## src/rtl/moka_rv32i_mem_pkg.sv

```systemverilog
// Shared types and helpers for the rv32i data-memory arbiter.
// Latency: n/a (types, constants and a pure function only).
// Backpressure: n/a.
package moka_rv32i_mem_pkg;

  localparam int DEF_ADDR_W = 32;
  localparam int DEF_DATA_W = 32;

  typedef enum logic [1:0] {
    IDLE,
    ACCESS,
    WAIT,
    RESP
  } arb_state_t;

  // Port index of a grant: 0 = core load/store, 1 = loader/debug.
  typedef logic grant_t;

  // Word accesses only; any nonzero byte offset is a misaligned request.
  function automatic logic is_aligned(input logic [1:0] addr_lsb);
    return (addr_lsb == 2'b00);
  endfunction

endpackage

```

## src/rtl/moka_rv32i_rr_arb2.sv

```systemverilog
// Two-way combinational arbiter: round-robin (mode=0) or port-0 fixed priority (mode=1).
// Latency: purely combinational, zero cycles.
// Backpressure: none; the caller decides when a grant is consumed.
// Ports: req[1:0] requests, last_grant previous winner, mode select;
//        gnt[1:0] one-hot or zero, gnt_idx index of the winner (0 when none).
module moka_rv32i_rr_arb2
  import moka_rv32i_mem_pkg::*;
(
  input  logic [1:0] req,
  input  logic       last_grant,
  input  logic       mode,
  output logic [1:0] gnt,
  output logic       gnt_idx
);

  always_comb begin
    gnt     = 2'b00;
    gnt_idx = 1'b0;
    case (req)
      2'b01: begin
        gnt     = 2'b01;
        gnt_idx = 1'b0;
      end
      2'b10: begin
        gnt     = 2'b10;
        gnt_idx = 1'b1;
      end
      2'b11: begin
        // On a tie the port that did not win last time goes first,
        // unless fixed priority pins the win to port 0.
        if (mode || (last_grant == 1'b1)) begin
          gnt     = 2'b01;
          gnt_idx = 1'b0;
        end else begin
          gnt     = 2'b10;
          gnt_idx = 1'b1;
        end
      end
      default: begin
        gnt     = 2'b00;
        gnt_idx = 1'b0;
      end
    endcase
  end

endmodule

```

## src/rtl/moka_rv32i_mem_arbiter.sv

```systemverilog
// Shares one single-port synchronous data memory between the core (m0) and loader (m1).
// Latency: accept -> rsp_valid is RD_LAT+1 cycles (aligned) or 1 cycle (misaligned).
// Backpressure: one transaction in flight; req_ready only in IDLE and only to the winner.
// Ports: clk, rstn; m0_*/m1_* request (valid/ready/addr/wdata/we) and response
//        (valid/rdata/err); en/address/wr_data/mem_we/rd_data drive the memory.
module moka_rv32i_mem_arbiter
  import moka_rv32i_mem_pkg::*;
#(
  parameter int ADDR_W   = DEF_ADDR_W,
  parameter int DATA_W   = DEF_DATA_W,
  parameter int RD_LAT   = 1,
  parameter int ARB_MODE = 0
) (
  input  logic              clk,
  input  logic              rstn,

  input  logic              m0_req_valid,
  output logic              m0_req_ready,
  input  logic [ADDR_W-1:0] m0_req_addr,
  input  logic [DATA_W-1:0] m0_req_wdata,
  input  logic              m0_req_we,
  output logic              m0_rsp_valid,
  output logic [DATA_W-1:0] m0_rsp_rdata,
  output logic              m0_rsp_err,

  input  logic              m1_req_valid,
  output logic              m1_req_ready,
  input  logic [ADDR_W-1:0] m1_req_addr,
  input  logic [DATA_W-1:0] m1_req_wdata,
  input  logic              m1_req_we,
  output logic              m1_rsp_valid,
  output logic [DATA_W-1:0] m1_rsp_rdata,
  output logic              m1_rsp_err,

  output logic              en,
  output logic [ADDR_W-1:0] address,
  output logic [DATA_W-1:0] wr_data,
  output logic              mem_we,
  input  logic [DATA_W-1:0] rd_data
);

  if ((RD_LAT < 1) || (RD_LAT > 4)) begin : g_bad_rd_lat
    $fatal(1, "moka_rv32i_mem_arbiter: RD_LAT=%0d outside 1..4", RD_LAT);
  end

  // WAIT lasts RD_LAT-1 cycles; the counter is loaded with that minus one.
  localparam int   WAIT_LOAD  = (RD_LAT > 2) ? (RD_LAT - 2) : 0;
  localparam logic MODE_FIXED = (ARB_MODE != 0);

  arb_state_t        state_q;
  arb_state_t        state_nxt;
  grant_t            last_grant_q;
  grant_t            grant_q;
  logic              we_q;
  logic              err_q;
  logic [1:0]        wait_cnt;
  logic [DATA_W-1:0] rdata_q;

  logic [1:0]        gnt;
  logic              gnt_idx;
  logic              accept;
  logic [ADDR_W-1:0] acc_addr;
  logic [DATA_W-1:0] acc_wdata;
  logic              acc_we;
  logic              acc_aligned;

  moka_rv32i_rr_arb2 u_arb (
    .req        ({m1_req_valid, m0_req_valid}),
    .last_grant (last_grant_q),
    .mode       (MODE_FIXED),
    .gnt        (gnt),
    .gnt_idx    (gnt_idx)
  );

  // A grant implies the port is valid, so grant in IDLE is the handshake.
  assign accept      = (state_q == IDLE) && (gnt != 2'b00);
  assign acc_addr    = gnt_idx ? m1_req_addr  : m0_req_addr;
  assign acc_wdata   = gnt_idx ? m1_req_wdata : m0_req_wdata;
  assign acc_we      = gnt_idx ? m1_req_we    : m0_req_we;
  assign acc_aligned = is_aligned(acc_addr[1:0]);

  // State register.
  always_ff @(posedge clk or negedge rstn) begin
    if (!rstn) begin
      state_q <= IDLE;
    end else begin
      state_q <= state_nxt;
    end
  end

  // Next-state logic.
  always_comb begin
    state_nxt = state_q;
    case (state_q)
      IDLE: begin
        if (accept) begin
          state_nxt = acc_aligned ? ACCESS : RESP;
        end
      end
      ACCESS: begin
        if (RD_LAT > 1) begin
          state_nxt = WAIT;
        end else begin
          state_nxt = RESP;
        end
      end
      WAIT: begin
        if (wait_cnt == 2'd0) begin
          state_nxt = RESP;
        end
      end
      RESP: begin
        state_nxt = IDLE;
      end
      default: begin
        state_nxt = IDLE;
      end
    endcase
  end

  // Command capture, latency counter and read-data sampling.
  always_ff @(posedge clk or negedge rstn) begin
    if (!rstn) begin
      last_grant_q <= 1'b1;
      grant_q      <= 1'b0;
      we_q         <= 1'b0;
      err_q        <= 1'b0;
      wait_cnt     <= 2'd0;
      rdata_q      <= '0;
      address      <= '0;
      wr_data      <= '0;
    end else begin
      if (accept) begin
        last_grant_q <= gnt_idx;
        grant_q      <= gnt_idx;
        we_q         <= acc_we;
        err_q        <= !acc_aligned;
        // The memory bus only moves for accesses that will really strobe it.
        if (acc_aligned) begin
          address <= acc_addr;
          wr_data <= acc_wdata;
        end
      end
      if (state_q == ACCESS) begin
        wait_cnt <= 2'(WAIT_LOAD);
      end else if ((state_q == WAIT) && (wait_cnt != 2'd0)) begin
        wait_cnt <= wait_cnt - 2'd1;
      end
      // The edge that enters RESP is the RD_LAT-th edge after ACCESS began.
      if (((state_q == ACCESS) || (state_q == WAIT)) && (state_nxt == RESP) && !we_q) begin
        rdata_q <= rd_data;
      end
    end
  end

  // Output decode.
  always_comb begin
    en           = 1'b0;
    mem_we       = 1'b0;
    m0_req_ready = 1'b0;
    m1_req_ready = 1'b0;
    m0_rsp_valid = 1'b0;
    m0_rsp_err   = 1'b0;
    m0_rsp_rdata = '0;
    m1_rsp_valid = 1'b0;
    m1_rsp_err   = 1'b0;
    m1_rsp_rdata = '0;
    case (state_q)
      IDLE: begin
        m0_req_ready = gnt[0];
        m1_req_ready = gnt[1];
      end
      ACCESS: begin
        en     = 1'b1;
        mem_we = we_q;
      end
      RESP: begin
        if (grant_q == 1'b0) begin
          m0_rsp_valid = 1'b1;
          m0_rsp_err   = err_q;
          m0_rsp_rdata = (we_q || err_q) ? '0 : rdata_q;
        end else begin
          m1_rsp_valid = 1'b1;
          m1_rsp_err   = err_q;
          m1_rsp_rdata = (we_q || err_q) ? '0 : rdata_q;
        end
      end
      default: begin
      end
    endcase
  end

endmodule

```

## config.mk

```make
export PLATFORM = sky130hd
export DESIGN_NAME = moka_rv32i_mem_arbiter
export DESIGN_NICKNAME = d
export VERILOG_FILES = /design/src/rtl/moka_rv32i_mem_pkg.sv /design/src/rtl/moka_rv32i_rr_arb2.sv /design/src/rtl/moka_rv32i_mem_arbiter.sv
export SDC_FILE = /design/constraint.sdc
export NUM_CORES = 1
export LEC_CHECK = 0
export CELL_PAD_IN_SITES_DETAIL_PLACEMENT = 1
export CELL_PAD_IN_SITES_GLOBAL_PLACEMENT = 1
export CORE_MARGIN = 4
export CORE_UTILIZATION = 31
export CTS_CLUSTER_DIAMETER = 80
export DETAILED_ROUTE_END_ITERATION = 10
export PLACE_DENSITY = 0.89
export SLEW_MARGIN = 10
export SYNTH_ARGS = -nofsm -noshare
export SYNTH_HDL_FRONTEND = slang
export SYNTH_SLANG_ARGS = --single-unit
```

## constraint.sdc

```tcl
create_clock -name clk -period 6 [get_ports clk]
set_input_delay 0.9 -clock clk [delete_from_list [all_inputs] [get_ports clk]]
set_output_delay 0.9 -clock clk [all_outputs]
set_load 0.02 [all_outputs]
```

==> flow_summary_export.csv <==
group,metric,value,unit
floorplan,initial_core_util,31.8,%
placed_design,dpl.cell_count,908,
timing,max_freq,0.298,GHz
pwr,power_density,428,nW/um2
cells_and_area,seq_area,2600,um2
cells_and_area,antenna_cells,0,
timing,slew_headroom,44.7,%
pwr,p_comb_share,49.4,%
worst_setup_path,criticalPathCategory,"primary input to output pin",
floorplan,die_x,139,um
detailed_routing,drc,0,
pwr,vdd_drop_max,0.225,mV
floorplan,die_h,139,um
clock_tree,clk_pin_slew,70,ps
clock_tree,insertion_delay,340,ps
timing,whs,494,ps
synth,ys_types,29,
synth,muxShareOfSynthArea,33.3,%
grt,grt_pass1_vias,5056,
cells_and_area,finish.utilization,52.8,%
worst_setup_path,worstPathMaxFanout,6,
timing,grt_setup_unrepaired,"no",
floorplan,io_pins,302,
worst_setup_path,rr_endpoint,"address[17]$_DFFE_PN0P_",
grt,overflow,0,
worst_setup_path,setup.worst_path.end,"m0_req_ready",
worst_setup_path,cp.required,5100,ps
placed_design,pre_cts_slack,2630,ps
synth,synth_fa_ha_area_share,1.18,%
clock_tree,root_buffer,"clkbuf_16",
timing,finalClockSkew,5.63,ps
pwr,pwr-share-seq,33.6,%
grt,grt_pass1_wl,27700,um
synth,synth_seq_cells,104,
worst_setup_path,worstPathArrival,2460,ps
cells_and_area,area_growth,66.2,%
pwr,p_leak,3.55,nW
detailed_routing,antenna_left,0,
worst_setup_path,r2r_cells,6,
floorplan,fp.coreArea,16700,um2
placed_design,hpwl,13900,um
detailed_routing,wire_per_inst,18.7,um
placed_design,gp_routability_congestion,0.757,
synth,syn-num-nets,576,
synth,syn_inst,405,
synth,yosysWarnings,0,
detailed_routing,first_pass_iters,3,
pwr,internal_power,0.00244,W
cells_and_area,layout-drive-gt1-share,24.7,%
synth,synth.yosys.seq_area_share,49.1,%
worst_setup_path,crit_chain,"clkdlybuf4s50_1 > nand2_1 > nor2b_1 > clkdlybuf4s50_1",
grt,grt_usage,18.0,%
clock_tree,clk_path_buf_depth,2,
detailed_routing,via_count,4280,
placed_design,port_buffers,301,
clock_tree,tritoncts,"done",
synth,syn-cell-area,5310,um2
floorplan,rows,47,
cells_and_area,finalNonFillerCells,924,
worst_setup_path,r2r_setup_slack,3380,ps
worst_setup_path,endpoint_kind,"output pin",
pwr,power_frac_clock,17.0,%
timing,setup_violations,0,
synth,synthSimpleGateAreaFrac,10.1,%
clock_tree,numCtsBuffers,9,
pwr,p_sw,0.00134,W
worst_setup_path,reg2reg_from,"state_q[0]$_DFF_PN0_",
worst_setup_path,cp-start-kind,"primary input",
worst_setup_path,setup.worst_path.start,"m0_req_valid",
clock_tree,cts-resized-gates,0,
pwr,switching_share,35.4,%
grt,grt_antenna_before_repair,0,
worst_setup_path,crit_top_cell,"clkdlybuf4s50_1",
synth,synth-xor-area-share,0.165,%
synth,syn_avg_cell_area,13.1,um2
timing,tightest_slew,829,ps
timing,fin_crit_sh,56.0,%
timing,setup_slack,2640,ps
clock_tree,htree_levels,3,
detailed_routing,via_per_inst,4.63,
detailed_routing,drt_iter0_drc,77,
cells_and_area,layout.nets,870,
cells_and_area,fill_cells,1732,
worst_setup_path,crit_slowest_cell,"clkdlybuf4s50_1",
cells_and_area,multiInputGateArea,2530,um2
timing,finalMaxSlewViolations,0,
clock_tree,cts_hold_buf,0,
synth,synth_top_family_by_area,"multiplexers",
timing,fin_crit,3360,ps
timing,finalHoldViolCount,0,
min_path,min_path_type,"register to register",
grt,grt_max_degree,65,
status,outcome,"finished, final reports clean",
clock_tree,postCtsSetupBuffers,0,
clock_tree,cts_sinks,104,
synth,synth_compound_area_share,2.45,%
job,maxCapViolations,0,
detailed_routing,finalWirelength,17300,um
timing,finalSetupTns,0,ps
floorplan,dieArea,19300,um2
worst_setup_path,cpPeakStageDelay,650,ps
-- layout by cell type, fill, tap and decap left out --
cell type,Yosys,layout
clkdlybuf4s50_1,0,300
mux2_2,142,142
dfrtp_1,103,103
and2_1,66,66
mux2_1,14,14
nor2_1,9,9
clkbuf_16,0,9
inv_1,8,8
buf_4,2,7
nand2_1,6,6
o21ai_0,5,5
ha_1,5,5
nor2b_1,4,4
a21oi_1,4,4
nand2b_1,2,2
bufinv_16,0,2
clkinvlp_4,0,2
nor3b_2,0,1
nor3_2,1,1
a22oi_2,1,1
a21boi_4,0,1
nor2_2,1,1
o211ai_1,1,1
a32oi_2,1,1
nor3_4,0,1
xnor2_1,1,1
a311oi_2,1,1
o311ai_4,1,1
mux2i_1,1,1
clkbuf_8,0,1
clkinv_2,0,1
clkbuf_1,6,1
dfstp_2,1,1
-- area by class of cell --
class / count / area share (%)
inverter: 8 / 0.341
multi-input combinational: 269 / 28.7
clock buffer: 11 / 2.75
sequential: 104 / 29.5
clock inverter: 5 / 0.908
tap: 220 / 3.12
timing repair buffer: 307 / 34.6
-- power by group through the flow --
| stage | combinational, W | clock (W) | sequential (W) |
|---|---|---|---|
| CTS | 0.00190 | 0.000662 | 0.00128 |
| finish | 0.00186 | 0.000641 | 0.00127 |
| floorplan | 0.000819 | 0 | 0.00148 |
| detailed placement | 0.00189 | 0 | 0.00128 |
| global route | 0.00199 | 0.000686 | 0.00132 |
| global placement | 0.00181 | 0 | 0.00125 |
-- metrics by stage --
stage / power, W / cell area [um2]
6_report: 0.00377 / 8820
5_1_grt: 0.00400 / 8820
4_1_cts: 0.00384 / 8820
3_5_place_dp: 0.00318 / 8500
3_3_place_gp: 0.00306 / 8500
2_1_floorplan: 0.00230 / 5310
-- sequential cells by signal (all words and copies together), names as in the netlist --
| signal | flops |
|---|---|
| address | 32 |
| rdata_q | 32 |
| wr_data | 32 |
| state_q | 2 |
| wait_cnt | 2 |
| err_q | 1 |
| grant_q | 1 |
| last_grant_q | 1 |
| we_q | 1 |
-- per-layer routing --
layer / wire, um / vias up / share of wire [%] / global-route usage [%]
met5: 0 / - / 0 / 0
met2: 9000 / 200 / 52 / 33.0
met4: 315 / 0 / 1.8 / 5.66
met1: 6600 / 2087 / 38 / 19.7
met3: 1390 / 19 / 8.0 / 5.62
li1: - / 1974 / - / -
-- logic make-up (layout without fill, tap and decap cells) --
kind of cell,after synthesis,count (layout)
AOI/OAI and AO/OA,15,15
xor gates and xnor gates,1,1
adders and majority gates,5,5
buffers and inverters,32,331
DFF,104,104
muxes,157,157
and+or+nand+nor,91,91
-- worst min path at each step --
stage / start / to / slack [ps] / depth (start not counted)
after floorplan: rdata_q[5]$_DFFE_PN0P_ / rdata_q[5]$_DFFE_PN0P_ / 470 / 1
after global placement: wr_data[24]$_DFFE_PN0P_ / wr_data[24]$_DFFE_PN0P_ / 470 / 1
after detailed placement: address[28]$_DFFE_PN0P_ / address[28]$_DFFE_PN0P_ / 480 / 1
after CTS: address[28]$_DFFE_PN0P_ / address[28]$_DFFE_PN0P_ / 500 / 1
after global routing: wr_data[28]$_DFFE_PN0P_ / wr_data[28]$_DFFE_PN0P_ / 510 / 1
final: wr_data[4]$_DFFE_PN0P_ / wr_data[4]$_DFFE_PN0P_ / 490 / 1
-- cells in the mapped netlist --
master | instances | area share, %
a21boi_1 | 1 | 0.14
buf_6 | 8 | 1.7
nor2b_1 | 4 | 0.47
o211ai_1 | 1 | 0.14
nor2_2 | 1 | 0.12
mux2_1 | 14 | 3.0
clkbuf_1 | 6 | 0.42
o21ai_0 | 5 | 0.47
mux2i_1 | 1 | 0.19
nor3_2 | 1 | 0.19
a22oi_2 | 1 | 0.24
a32oi_2 | 1 | 0.31
xnor2_1 | 1 | 0.17
a311oi_2 | 1 | 0.28
ha_1 | 5 | 1.2
inv_1 | 8 | 0.57
buf_2 | 8 | 0.75
dfstp_2 | 1 | 0.50
nand2b_1 | 2 | 0.24
nor3b_1 | 1 | 0.14
o311ai_4 | 1 | 0.50
mux2_2 | 142 | 30
nor3_1 | 1 | 0.094
dfrtp_1 | 103 | 49
buf_4 | 2 | 0.28
and2_1 | 66 | 7.8
nand2_1 | 6 | 0.42
a21oi_1 | 4 | 0.38
nor2_1 | 9 | 0.64
-- worst max-delay path, delay by kind of cell --
kind	cells	cell delay, ps
buf+inv	2	1280
simple gates	2	280
Note: power is estimated with default switching activity, not from simulation.
